--- src/rtl/sdram_bus_bridge.sv ---
// 32-bit bus to 16-bit SDRAM controller host-port bridge: splits word accesses into half-words and reassembles reads.
// Optional posted writes (ack right after acceptance) are enabled by defining SDRAM_BRIDGE_POSTED_WRITE_EN.
module sdram_bus_bridge (
  input  logic        clk,
  input  logic        rst_n,
  input  logic        bus_access,
  input  logic [31:0] bus_addr,
  input  logic        bus_wr_en,
  input  logic [31:0] bus_wdata,
  input  logic [3:0]  bus_bytesel,
  output logic [31:0] bus_rdata,
  output logic        bus_ack,
  output logic [31:0] c_addr,
  output logic [15:0] c_wdata,
  input  logic [15:0] c_rdata,
  output logic        c_wr_en,
  output logic [1:0]  c_bytesel,
  input  logic        c_compl,
  input  logic        c_config_done
);

`ifdef SDRAM_BRIDGE_POSTED_WRITE_EN
  localparam logic POSTED_WR = 1'b1;
`else
  localparam logic POSTED_WR = 1'b0;
`endif

  typedef enum logic [1:0] {IDLE, LO, HI, ACK} state_e;

  state_e      state_q, state_d;
  logic [29:0] addr_q, addr_d;
  logic        wr_q, wr_d;
  logic [31:0] wdata_q, wdata_d;
  logic [3:0]  sel_q, sel_d;
  logic [31:0] rdata_q, rdata_d;
  logic        ack_q, ack_d;
  logic [31:0] c_addr_q, c_addr_d;
  logic [15:0] c_wdata_q, c_wdata_d;
  logic        c_wr_q, c_wr_d;
  logic [1:0]  c_sel_q, c_sel_d;

  logic        accept;
  logic [29:0] src_addr;
  logic        src_wr;
  logic [31:0] src_wdata;
  logic [3:0]  src_sel;
  logic [15:0] lane_mask;
  logic [15:0] rd_masked;
  state_e      done_state;
  logic        unused_addr_bits;

  assign unused_addr_bits = ^bus_addr[1:0];

  assign accept = (state_q == IDLE) && bus_access && c_config_done;

  // The request presented in the cycle after acceptance must come straight from the bus inputs.
  assign src_addr  = accept ? bus_addr[31:2] : addr_q;
  assign src_wr    = accept ? bus_wr_en      : wr_q;
  assign src_wdata = accept ? bus_wdata      : wdata_q;
  assign src_sel   = accept ? bus_bytesel    : sel_q;

  assign lane_mask = (state_q == HI) ? {{8{sel_q[3]}}, {8{sel_q[2]}}}
                                     : {{8{sel_q[1]}}, {8{sel_q[0]}}};
  assign rd_masked = c_rdata & lane_mask;

  // A posted write was already acknowledged, so its final completion returns straight to IDLE.
  assign done_state = (POSTED_WR && wr_q) ? IDLE : ACK;

  always_ff @(posedge clk or negedge rst_n) begin
    if (!rst_n) begin
      state_q <= IDLE;
    end else begin
      state_q <= state_d;
    end
  end

  always_comb begin
    state_d = state_q;
    case (state_q)
      IDLE: begin
        if (accept) begin
          if (|bus_bytesel[1:0])      state_d = LO;
          else if (|bus_bytesel[3:2]) state_d = HI;
          else                        state_d = ACK;
        end
      end
      LO:      if (c_compl) state_d = (|sel_q[3:2]) ? HI : done_state;
      HI:      if (c_compl) state_d = done_state;
      ACK:     state_d = IDLE;
      default: state_d = IDLE;
    endcase
  end

  always_comb begin
    addr_d    = addr_q;
    wr_d      = wr_q;
    wdata_d   = wdata_q;
    sel_d     = sel_q;
    rdata_d   = rdata_q;
    c_addr_d  = c_addr_q;
    c_wdata_d = c_wdata_q;
    c_sel_d   = 2'b00;
    c_wr_d    = 1'b0;
    ack_d     = (state_d == ACK) || (accept && POSTED_WR && bus_wr_en);

    if (accept) begin
      addr_d  = bus_addr[31:2];
      wr_d    = bus_wr_en;
      wdata_d = bus_wdata;
      sel_d   = bus_bytesel;
      rdata_d = 32'h0;
    end

    if (c_compl && !wr_q) begin
      if (state_q == LO) rdata_d[15:0]  = rd_masked;
      if (state_q == HI) rdata_d[31:16] = rd_masked;
    end

    // Request lines follow the state being entered; anything else idles the controller port.
    case (state_d)
      LO: begin
        c_addr_d  = {src_addr, 2'b00};
        c_wdata_d = src_wdata[15:0];
        c_sel_d   = src_sel[1:0];
        c_wr_d    = src_wr;
      end
      HI: begin
        c_addr_d  = {src_addr, 2'b10};
        c_wdata_d = src_wdata[31:16];
        c_sel_d   = src_sel[3:2];
        c_wr_d    = src_wr;
      end
      default: begin
        c_sel_d = 2'b00;
        c_wr_d  = 1'b0;
      end
    endcase
  end

  always_ff @(posedge clk or negedge rst_n) begin
    if (!rst_n) begin
      addr_q    <= '0;
      wr_q      <= 1'b0;
      wdata_q   <= '0;
      sel_q     <= '0;
      rdata_q   <= '0;
      ack_q     <= 1'b0;
      c_addr_q  <= '0;
      c_wdata_q <= '0;
      c_wr_q    <= 1'b0;
      c_sel_q   <= 2'b00;
    end else begin
      addr_q    <= addr_d;
      wr_q      <= wr_d;
      wdata_q   <= wdata_d;
      sel_q     <= sel_d;
      rdata_q   <= rdata_d;
      ack_q     <= ack_d;
      c_addr_q  <= c_addr_d;
      c_wdata_q <= c_wdata_d;
      c_wr_q    <= c_wr_d;
      c_sel_q   <= c_sel_d;
    end
  end

  assign bus_rdata = rdata_q;
  assign bus_ack   = ack_q;
  assign c_addr    = c_addr_q;
  assign c_wdata   = c_wdata_q;
  assign c_wr_en   = c_wr_q;
  assign c_bytesel = c_sel_q;

endmodule

--- config.mk ---
export PLATFORM = sky130hd
export DESIGN_NAME = sdram_bus_bridge
export DESIGN_NICKNAME = d
export VERILOG_FILES = /design/src/rtl/sdram_bus_bridge.sv
export SDC_FILE = /design/constraint.sdc
export NUM_CORES = 1
export LEC_CHECK = 0
export ABC_AREA = 1
export BUFFER_PORTS_ARGS = -buffer_cell sky130_fd_sc_hd__buf_2
export CORE_UTILIZATION = 25
export DETAILED_ROUTE_END_ITERATION = 8
export PLACE_DENSITY = 0.47
export SETUP_SLACK_MARGIN = 0.05
export SYNTH_ARGS = -nofsm -noshare
export SYNTH_HDL_FRONTEND = slang
export SYNTH_SLANG_ARGS = --single-unit
--- constraint.sdc ---
create_clock -name clk -period 1.9 [get_ports clk]
set_input_delay 0 -clock clk [delete_from_list [all_inputs] [get_ports clk]]
set_output_delay 0 -clock clk [all_outputs]
set_load 0.02 [all_outputs]
---- Word-level counts from Yosys, hierarchy flattened ----
Index checks and enable logic that the tools add are counted.
word-level totals
  bits in registers ....................... 153
  output and inout port bits .............. 84
  bits in read-only memories .............. 0
  bits in latches ......................... 0
  memories ................................ 0
  input port bits ......................... 90
  RAM bits ................................ 0
cells by class
  equal/unequal tests ..................... 6
  $add $sub $neg .......................... 0
  reduce and logical (&&, ||, !) cells .... 10
  order comparisons ....................... 0
  div/mod/pow operators ................... 0
  bitwise gates (word level) .............. 1
  multipliers ............................. 0
  shifts and indexed selects .............. 0
  muxes and demuxes ....................... 20
operators by type and width
  cell                                           number
  2-to-1 mux 32 bit                              3
  case mux 32 bit (2 select lines)               1
  2-to-1 mux 16 bit                              3
  case mux 16 bit (2 select lines)               1
  2-to-1 mux 30 bit                              1
  AND 16 bit                                     1
  == test 2 bit, second input constant           4
  2-to-1 mux 2 bit                               4
  case mux 2 bit (4 select lines)                1
  OR reduction 2 bit                             4
  == test 2 x 1 -> 1 bit, second input constant  2
  2-to-1 mux 1 bit                               4
  2-to-1 mux 4 bit                               1
  case mux 2 bit (2 select lines)                1
  logical AND 1 bit                              3
  zero test 2 bit                                1
  nonzero test 2 bit                             1
  zero test 1 bit                                1

---- Longest topological paths before layout ----
Gate-level depths: netlist (run 1).
  depth in word-level cells ............... 8
  gate-level depth with buffers ........... 13
  depth with buffers taken out ............ 11

---- Worst setup path after synthesis (run 1) ----
OpenSTA, ideal clock, no wires.
  kind .................................... flip-flop to flip-flop
  start ................................... reg state_q[1]
  end ..................................... reg c_addr_q[22] (netlist: c_addr[22])
  setup time .............................. 0.117 ns
  clock period less this slack ............ 1.529 ns
  data arrival time ....................... 1.412 ns
  path buffers ............................ 2
  data required time ...................... 1.783 ns
  cell stages (with the launch flop) ...... 11
  setup slack ............................. 0.371 ns
  cells stage by stage .................... dfrtp_1 nor2_1 nand3_1 nand2_4 nand3_4 nand2_2 inv_2 buf_6 buf_6 nand2_1 nand2_1
between the ends
  longest elaborated chain between the ends .. 7
  elaborated cells between the ends (all ways) .. 15
  classes of those cells .................. 5 x eq/ne; 6 x mux; 4 x reduce/logical
RTL lines
  item                                                            line    source
  from (decl)                                                     30      state_e state_q, state_d;
  from (signal assigned)                                          73      state_q <= state_d;
  zero test 2 bit                                                 54, 79
  logical AND 1 bit (2 in a row)                                  54      assign accept = (state_q == IDLE) && bus_access && c_config_done;
  2-to-1 mux 2 bit                                                81      if (accept) begin
  case mux 2 bit (4 select lines)                                 79      case (state_q)
  == test 2 bit / == test 2 x 1 -> 1 bit (equally long branches)  120     case (state_d)
  nonzero test 2 bit (no source line)                             n/a
  to (signal assigned)                                            159     c_addr_q <= c_addr_d;
  to (decl)                                                       37      logic [31:0] c_addr_q, c_addr_d;
Parallel ways exist; a longest one is shown, timed or not. The select of a mux whose other input is x is not followed.
A chain may end at the register's enable or synchronous reset.

---- Final worst setup path (run 1) ----
  start ................................... reg state_q[1]
  end ..................................... reg c_wdata_q[9] (netlist: c_wdata[9])
between the ends
  longest elaborated chain between the ends .. 7
  elaborated cells between the ends (all ways) .. 15
  classes of those cells .................. 5 x eq/ne; 6 x mux; 4 x reduce/logical
RTL lines
  item                                                                           line    source
  zero test 2 bit                                                                54, 79
  logical AND 1 bit (2 in a row)                                                 54
  2-to-1 mux 2 bit                                                               81
  case mux 2 bit (4 select lines)                                                79
  == test 2 bit / == test 2 x 1 -> 1 bit (equally long branches)                 120
  case mux 16 bit (2 select lines) / nonzero test 2 bit (equally long branches)  n/a
  to (signal assigned)                                                           160     c_wdata_q <= c_wdata_d;
  to (decl)                                                                      38      logic [15:0] c_wdata_q, c_wdata_d;
Parallel ways exist; a longest one is shown, timed or not.

==> results of run 1 <==
-- cell families after synthesis --
logic type	after synthesis	share of synthesized area [%]
other	1	0.0598
AOI/OAI and AO/OA	74	5.97
and+or+nand+nor	384	25.1
DFF	152	60.7
buffers and inverters	117	8.19
-- metrics by stage --
| step | std cells | power (W) | instance area, µm² | worst slack, ns | util, % |
|---|---|---|---|---|---|
| 6_report | 1330 | 0.0160 | 9150 | 0.195 | 37.4 |
| 3_5_place_dp | 1208 | 0.0120 | 7570 | 0.165 | 30.9 |
| 3_3_place_gp | 1208 | 0.0119 | 7570 | 0.193 | 30.9 |
| 2_1_floorplan | 728 | 0.00976 | 6270 | 0.371 | - |
| 4_1_cts | 1325 | 0.0159 | 9060 | 0.144 | 37.0 |
| 5_1_grt | 1330 | 0.0174 | 9150 | 0.0530 | 37.4 |
-- report_power, final --
part / switching (W) / leakage (nW) / internal, W / total [W]
sequential: 0.000586 / 1.88 / 0.00474 / 0.00532
combinational: 0.00455 / 2.76 / 0.00249 / 0.00704
clock: 0.00139 / 0.299 / 0.00227 / 0.00366
total: 0.00652 / 4.94 / 0.00950 / 0.0160
-- layer usage --
layer	up-vias	wire length [µm]	track usage (%)
met3	14	632	3.07
met4	2	207	4.33
met5	-	13	0
met1	2476	8530	18.4
li1	2780	-	-
met2	112	8420	23.4
-- repair_timing --
action / CTS / global route
buffers inserted: 0 / 3
gates resized for setup: 0 / 8
hold buffers: 86 / 0
setup endpoints to repair: 0 / 42
hold endpoints to repair: 294 / 0
-- worst paths after layout --
path | slack (ns) | cells after the start | to | startpoint
worst max-delay path | 0.19 | 8 | c_wdata[9]$_DFFE_PN0P_ | state_q[1]$_DFF_PN0_
worst min-delay path | 0.10 | 5 | state_q[0]$_DFF_PN0_ | bus_access
worst max register to register | 0.19 | 8 | c_wdata[9]$_DFFE_PN0P_ | state_q[1]$_DFF_PN0_
worst min register to register | 0.47 | 2 | c_addr[3]$_DFFE_PN0P_ | c_addr[3]$_DFFE_PN0P_
max in group asynchronous | 1.27 | 3 | c_wdata[8]$_DFFE_PN0P_ | rst_n
min in group asynchronous | 0.12 | 3 | c_addr[17]$_DFFE_PN0P_ | rst_n
-- synth_stat cells --
cell      count  area (µm²)
nand2_1     300        1130
dfrtp_1     152        3800
inv_1        75         282
nand3_1      68         340
o21ai_0      68         340
buf_2        14        70.1
clkbuf_1     13        48.8
nor2_1        8        30.0
inv_2         5        18.8
o21ai_1       5        25.0
buf_4         3        22.5
buf_6         3        33.8
nand2_2       3        18.8
buf_1         2        7.51
buf_8         2        30.0
a21oi_2       1        8.76
conb_1        1        3.75
nand2_4       1        11.3
nand3_2       1        10.0
nand3_4       1        17.5
nor2_2        1        6.26
nor2_4        1        11.3
-- state kept, by name, indices dropped and copies added (netlist names) --
register,flops
bus_ack,1
addr_q,30
c_addr,31
wdata_q,32
wr_q,1
c_bytesel,2
c_wr_en,1
c_wdata,16
state_q,2
bus_rdata,32
sel_q,4
-- critical path: cells and delay by family, from the launching register on --
kind | cells | cell delay (ns)
compound gates | 1 | 0.25
buf+inv | 2 | 0.35
simple gates | 5 | 0.54
flops | 1 | 0.45
-- layout make-up --
class	instances	area, µm²	share of cell area, %
multi-input combinational	459	1980	21.6
tap	324	405	4.43
sequential	152	3800	41.6
timing repair buffer	284	2040	22.3
clock buffer	20	457	4.99
clock inverter	11	170	1.86
inverter	80	303	3.31
==> results.cfg, run 1 <==
[cells_and_area]
final_cell_mix = nand2_1 (298), buf_2 (169), dfrtp_1 (152)
fillerInstances = 2593
drive_gt1_share_pct = 24.4
final_common_cell = nand2_1
insertedDiodeCount = 0
syn_to_final_growth_pct = 46.1
fin_nets = 1084

[setup_path]
cp-end-kind = flop
cp.required_ns = 2.21
slowest_delay_ns = 0.45
worst_setup_path_start_kind = flop
crit_chain = nor2_1 > buf_4 > nand2_4 > buf_4 > o21ai_0 > nand3_1 > nand3_1 > nand2_1
cp_slowest_cell = dfrtp_1
crit_path_max_fanout = 12
path_class = reg -> reg
cp.arrival_ns = 2.01

[floorplanning]
die_area_um2 = 25700
die_w_um = 160
ios = 174
initial_core_util_pct = 25.6
core-area_um2 = 24500
die_h_um = 160
rows = 57

[timing]
holdWs_ns = 0.105
rsz0062_at_grt = false
clock_skew_ns = 0.00791
max_freq_mhz = 586
fin_crit_sh_pct = 89.7
setup_violations = 0
slew_viol_final = 0
worst_pin_slew_ns = 0.542
period_needed_ns = 1.71
relSlewSlack_pct = 63.9
fin_tns_setup_ns = 0
hold_viol_final = 0

[cts]
clock_latency_ns = 0.42
cts_buffers = 17
cts_tree = built
cts-root-buf = clkbuf_16
clock_path_buffers = 2
clkTransAtPathRegs_ns = 0.06
h-tree-depth = 4
clock-sinks = 152

[global_route]
grt_pass1_wl_um = 28400
grt-ovfl-total = 0
grt_pass1_vias = 5464
grt.total_usage_pct = 14.1
grt_max_degree = 96
antenna_found_initial = 1

[yosys]
synth_warnings = 0
netlist_area_um2 = 6270
syn_nets = 818
yosysUniqueCellTypes = 22
syn_area_per_cell_um2 = 8.61
synth_seq_cells = 152
ys_seq_area_share_pct = 60.7
syn_inst = 728

[detailed_routing]
drt-initial-drc-count = 326
routed_wl_um = 17800
vias = 5384
wl_per_cell_um = 13.4
drtPass1Iterations = 4
drc = 0
vias_per_cell = 4.05
antenna_left = 0

[run_status]
status = complete, no violations

[place]
port_buffers = 170
dp_hpwl_um = 11100
gp_congestion = 0.720

[power_and_ir_drop]
ir_drop_uv = 661
power_density_nw_per_um2 = 1750
p_leak_nw = 4.94

[worst_hold_path]
min_path_type = in -> reg

[flow_run]
cap_violations = 0
Power figures use the tool's default switching activity.
==> run 2, diff against run 1 <==
Settings changed: ABC_AREA 1 to 0.
==> results.cfg, run 2 <==
[cells_and_area]
final_cell_mix = buf_2 (169), dfrtp_1 (152), dlygate4sd3_1 (84)
drive_gt1_share_pct = 50.5
final_common_cell = buf_2
stdcell_count = 1015
fin_nets = 772
fillerInstances = 2261
final_area_um2 = 9470
syn_to_final_growth_pct = 54.3

[global_route]
grt-ovfl-total = 0
antenna_found_initial = 1
grt_pass1_wl_um = 25300
grt_pass1_vias = 4775
grt_max_degree = 55
grt.total_usage_pct = 13.3

[detailed_routing]
routed_wl_um = 16800
drc = 0
vias = 4453
vias_per_cell = 4.39
antenna_left = 0
drt-initial-drc-count = 165
drtPass1Iterations = 4
wl_per_cell_um = 16.5

[run_status]
violations = setup timing
status = finished, violations left

[cts]
cts-root-buf = clkbuf_16
cts_buffers = 17
cts_tree = built
h-tree-depth = 4
clock_path_buffers = 2
clock-sinks = 152
clkTransAtPathRegs_ns = 0.06
clock_latency_ns = 0.41

[timing]
slew_viol_final = 0
period_needed_ns = 1.99
clock_skew_ns = 0.00802
rsz0062_at_grt = true
setup_violations = 46
hold_viol_final = 0
max_freq_mhz = 503
fin_crit_sh_pct = 105
worst_pin_slew_ns = 0.540
fin_ws_ns = -0.0880
relSlewSlack_pct = 64.0

[yosys]
synth-main-ff-cell = dfrtp_1
syn_inst = 389
synth_seq_cells = 152
synth_commonest_cells = dfrtp_1 (152), mux2_2 (78), a32o_1 (32)
synth_area_leader_cell = dfrtp_1
synth-async-reset-ratio_pct = 100
yosysUniqueCellTypes = 33
netlist_area_um2 = 6140
synth_edf_count = 0
syn_nets = 479
ys_seq_area_share_pct = 62.0
synth_warnings = 0
syn_area_per_cell_um2 = 15.8
synth.area.top_cells = dfrtp_1 (62%), mux2_2 (14%), a32o_1 (5.2%)
yosysTopAreaCellShare_pct = 62.0
yosysMostFrequentCell = dfrtp_1

[place]
dp_cells = 884
dp_slack_ns = -0.109
dpl_cell_area_um2 = 7580
gp_congestion = 0.765
dp_hpwl_um = 10700
port_buffers = 170

[floorplanning]
die_w_um = 159
rows = 56
ios = 174
die_h_um = 159
initial_core_util_pct = 25.8
die_area_um2 = 25200
core-area_um2 = 23800

[setup_path]
cp.arrival_ns = 2.28
crit_path_max_fanout = 6
worst_setup_path_start_kind = flop
cp-end-kind = flop
path_class = reg -> reg
cp.required_ns = 2.19

[flow_run]
cap_violations = 0

[worst_hold_path]
min_path_type = in -> async

[power_and_ir_drop]
ir_drop_uv = 655
power_density_nw_per_um2 = 1970
finalPower_w = 0.0186
p_leak_nw = 4.46
## run 2: logic make-up (layout without fill, tap and decap cells)
family | Yosys count | after routing | share of synthesized area (%)
DFF | 152 | 152 | 62.0
muxes | 99 | 99 | 19.0
AOI/OAI and AO/OA | 57 | 57 | 9.28
and+or+nand+nor | 48 | 48 | 6.16
buffers and inverters | 31 | 337 | 3.10
other | 1 | 2 | 0.0611
xor gates and xnor gates | 1 | 1 | 0.449
## run 2: path summary, 6_finish.rpt
check / startpoint / endpoint / slack (ns) / depth (start not counted)
worst min-delay path: rst_n / wdata_q[8]$_DFF_PN0_ / 0.12 / 2
min in group clk: bus_bytesel[0] / bus_ack$_DFF_PN0_ / 0.28 / 5
worst max register to register: state_q[0]$_DFF_PN0_ / c_addr[19]$_DFFE_PN0P_ / -0.09 / 7
worst max-delay path: state_q[0]$_DFF_PN0_ / c_addr[19]$_DFFE_PN0P_ / -0.09 / 7
max in group asynchronous: rst_n / c_addr[20]$_DFFE_PN0P_ / 1.03 / 3
worst min register to register: wdata_q[24]$_DFF_PN0_ / wdata_q[24]$_DFF_PN0_ / 0.48 / 1
## run 2: power by group
group	switching (W)	internal (W)	total (W)
sequential	0.000695	0.00489	0.00558
combinational	0.00441	0.00506	0.00947
clock	0.00132	0.00224	0.00356
total	0.00642	0.0122	0.0186
## run 2: what timing repair did
action,in CTS,in global routing
hold buffers,84,0
cloned,2,5
endpoints found under the hold margin,191,0
endpoints found under the setup margin,46,52
buffers inserted,5,2
gates resized for setup,23,26
pin swaps,3,5
## run 2: area by class of cell
cell class / count / area [µm²] / share of cell area [%]
antenna: 1 / 2.50 / 0.0264
clock buffer: 21 / 450 / 4.76
multi-input combinational: 206 / 2290 / 24.2
tap: 319 / 399 / 4.22
sequential: 152 / 3800 / 40.2
clock inverter: 11 / 171 / 1.81
timing repair buffer: 302 / 2340 / 24.7
inverter: 3 / 13.8 / 0.145
## run 2: through the flow
| stage | hold WS (ns) | setup TNS (ns) | util [%] |
|---|---|---|---|
| 2_1_floorplan | -0.296 | -0.836 | - |
| 3_3_place_gp | -0.00767 | -1.54 | 31.9 |
| 3_5_place_dp | -0.00579 | -3.01 | 31.9 |
| 4_1_cts | 0.121 | -2.54 | 38.8 |
| 5_1_grt | 0.149 | -6.26 | 39.9 |
| 6_report | 0.119 | -3.05 | 39.9 |
## run 2: routing by layer
layer	routed length [µm]	share of wire [%]	up-vias	global-route usage, %
met5	0	0	-	0
met4	222	1.3	0	4.85
met3	638	3.8	13	3.08
met2	8540	51	107	23.1
met1	7360	44	2291	16.0
li1	-	-	2042	-
## run 2: worst max-delay path, stage by stage (launching register included)
cell and delay (ns):
dfrtp_1 0.40, and4bb_4 0.40, o31ai_4 0.09, o211a_4 0.17, xnor2_4 0.18, buf_12 0.16
clkbuf_16 0.17, mux2_4 0.30
==> run 3, diff against run 2 <==
Settings changed: CORE_UTILIZATION 25 to 40, PLACE_DENSITY 0.47 to 0.67.
==> results.cfg, run 3 (synthesis results as in run 2) <==
[setup_path]
critPathTopFamily = simple AND/OR/NAND/NOR gates
cp-end-kind = flop
crit_path_max_fanout = 9
crit_buf_inv = 1
path_class = reg -> reg
crit_chain = and4bb_4 > buf_12 > mux2_4 > or4bb_1 > o211a_1
cp.required_ns = 2.20
slowest_delay_ns = 0.47
rrSetupSlack_ns = -0.08
worst_setup_path_start_kind = flop
cp.arrival_ns = 2.28
cp_slowest_cell = or4bb_1

[place]
dp_hpwl_um = 9480
port_buffers = 170
dpl_cell_area_um2 = 7440
gp_congestion = 0.760
dp_cells = 747

[timing]
max_freq_mhz = 505
holdWs_ns = 0.106
fin_tns_setup_ns = -2.40
fin_ws_ns = -0.0805
rsz0062_at_grt = true
setup_violations = 45
worst_pin_slew_ns = 0.739
relSlewSlack_pct = 50.6
period_needed_ns = 1.98
hold_viol_final = 0
fin_crit_sh_pct = 104
clock_skew_ns = 0.00886
slew_viol_final = 0

[detailed_routing]
vias_per_cell = 5.15
wl_per_cell_um = 17.5
vias = 4458
drt-initial-drc-count = 107
antenna_left = 0
routed_wl_um = 15200
drtPass1Iterations = 4
drc = 0

[cells_and_area]
final_common_cell = buf_2
final_area_um2 = 9040
post-route-util_pct = 61.3
drive_gt1_share_pct = 49.9
fin_nets = 760
insertedDiodeCount = 0
fillerInstances = 1140
syn_to_final_growth_pct = 47.3
stdcell_count = 866
final_cell_mix = buf_2 (169), dfrtp_1 (152), dlygate4sd3_1 (84)

[floorplanning]
ios = 174
core-area_um2 = 14800
die_area_um2 = 15800
rows = 44
initial_core_util_pct = 41.6
die_h_um = 126
die_w_um = 126

[cts]
h-tree-depth = 4
cts-root-buf = clkbuf_16
cts_buffers = 17
clock_latency_ns = 0.42
cts_tree = built
clock-sinks = 152
clkTransAtPathRegs_ns = 0.06
clock_path_buffers = 2

[power_and_ir_drop]
power_density_nw_per_um2 = 1950
p_leak_nw = 4.32
ir_drop_uv = 811

[global_route]
grt_pass1_wl_um = 24500
antenna_found_initial = 0
grt_pass1_vias = 4784
grt-ovfl-total = 0
grt_max_degree = 56
grt.total_usage_pct = 20.0

[worst_hold_path]
min_path_type = in -> async

[run_status]
violations = setup timing
status = finished, violations left

[flow_run]
cap_violations = 0
## run 3: changes by cell type in the layout (fill, tap and decap cells not counted), sizes merged
cell / delta
buf: -9
bufinv: -2
clkinv: +1
clkbuf: -4
bufbuf: -1
diode: -1
clkinvlp: +2
## run 3: power breakdown
group / internal, W / switching, W / total, W
clock network: 0.00195 / 0.00131 / 0.00327
logic: 0.00463 / 0.00419 / 0.00883
registers: 0.00489 / 0.000673 / 0.00556
## run 3: final timing paths
check                           cells after the start                endpoint             startpoint
worst max register to register                      5  c_wdata[0]$_DFFE_PN0P_   state_q[0]$_DFF_PN0_
min in group clk                                    3   wdata_q[31]$_DFF_PN0_             bus_access
worst min-delay path                                2    addr_q[11]$_DFF_PN0_                  rst_n
worst max-delay path                                5  c_wdata[0]$_DFFE_PN0P_   state_q[0]$_DFF_PN0_
max in group asynchronous                           3    addr_q[15]$_DFF_PN0_                  rst_n
worst min register to register                      1   wdata_q[29]$_DFF_PN0_  wdata_q[29]$_DFF_PN0_
## run 3: routing by layer
metal | track usage [%] | wire, µm | vias up
met5 | 0 | 0 | -
met4 | 8.15 | 318 | 0
met3 | 5.27 | 680 | 27
met2 | 34.1 | 7660 | 137
met1 | 24.3 | 6530 | 2266
li1 | - | - | 2028
## run 3: what timing repair did
item,4_1_cts,5_1_grt
hold buffers,84,0
cloned,0,3
endpoints found under the setup margin,78,79
setup buffers,0,1
pin swaps,0,3
resized for setup,15,13
endpoints found under the hold margin,263,0
## run 3: final cells by class
type	count	area, µm²	area share, %
clock inverters	12	128	1.41
repair buffers	290	2160	23.9
multi-input cells	206	2260	25.0
inverters	3	13.8	0.152
well taps	184	230	2.55
flip-flops and latches	152	3800	42.1
clock buffers	19	443	4.90
## run 3: worst reg2reg max path, delay by kind of cell (launching register included)
family / cells / cell delay [ns]
multiplexers: 1 / 0.31
flip-flops: 1 / 0.41
AO/OA/AOI/OAI: 1 / 0.12
AND/OR/NAND/NOR: 2 / 0.87
buffers and inverters: 1 / 0.16
## run 3: stage by stage
| stage | total power [W] | setup WS [ns] |
|---|---|---|
| floorplan | 0.0111 | -0.0561 |
| global placement | 0.0131 | -0.0991 |
| detailed placement | 0.0134 | -0.157 |
| CTS | 0.0169 | -0.0977 |
| global route | 0.0186 | -0.152 |
| finish | 0.0177 | -0.0805 |
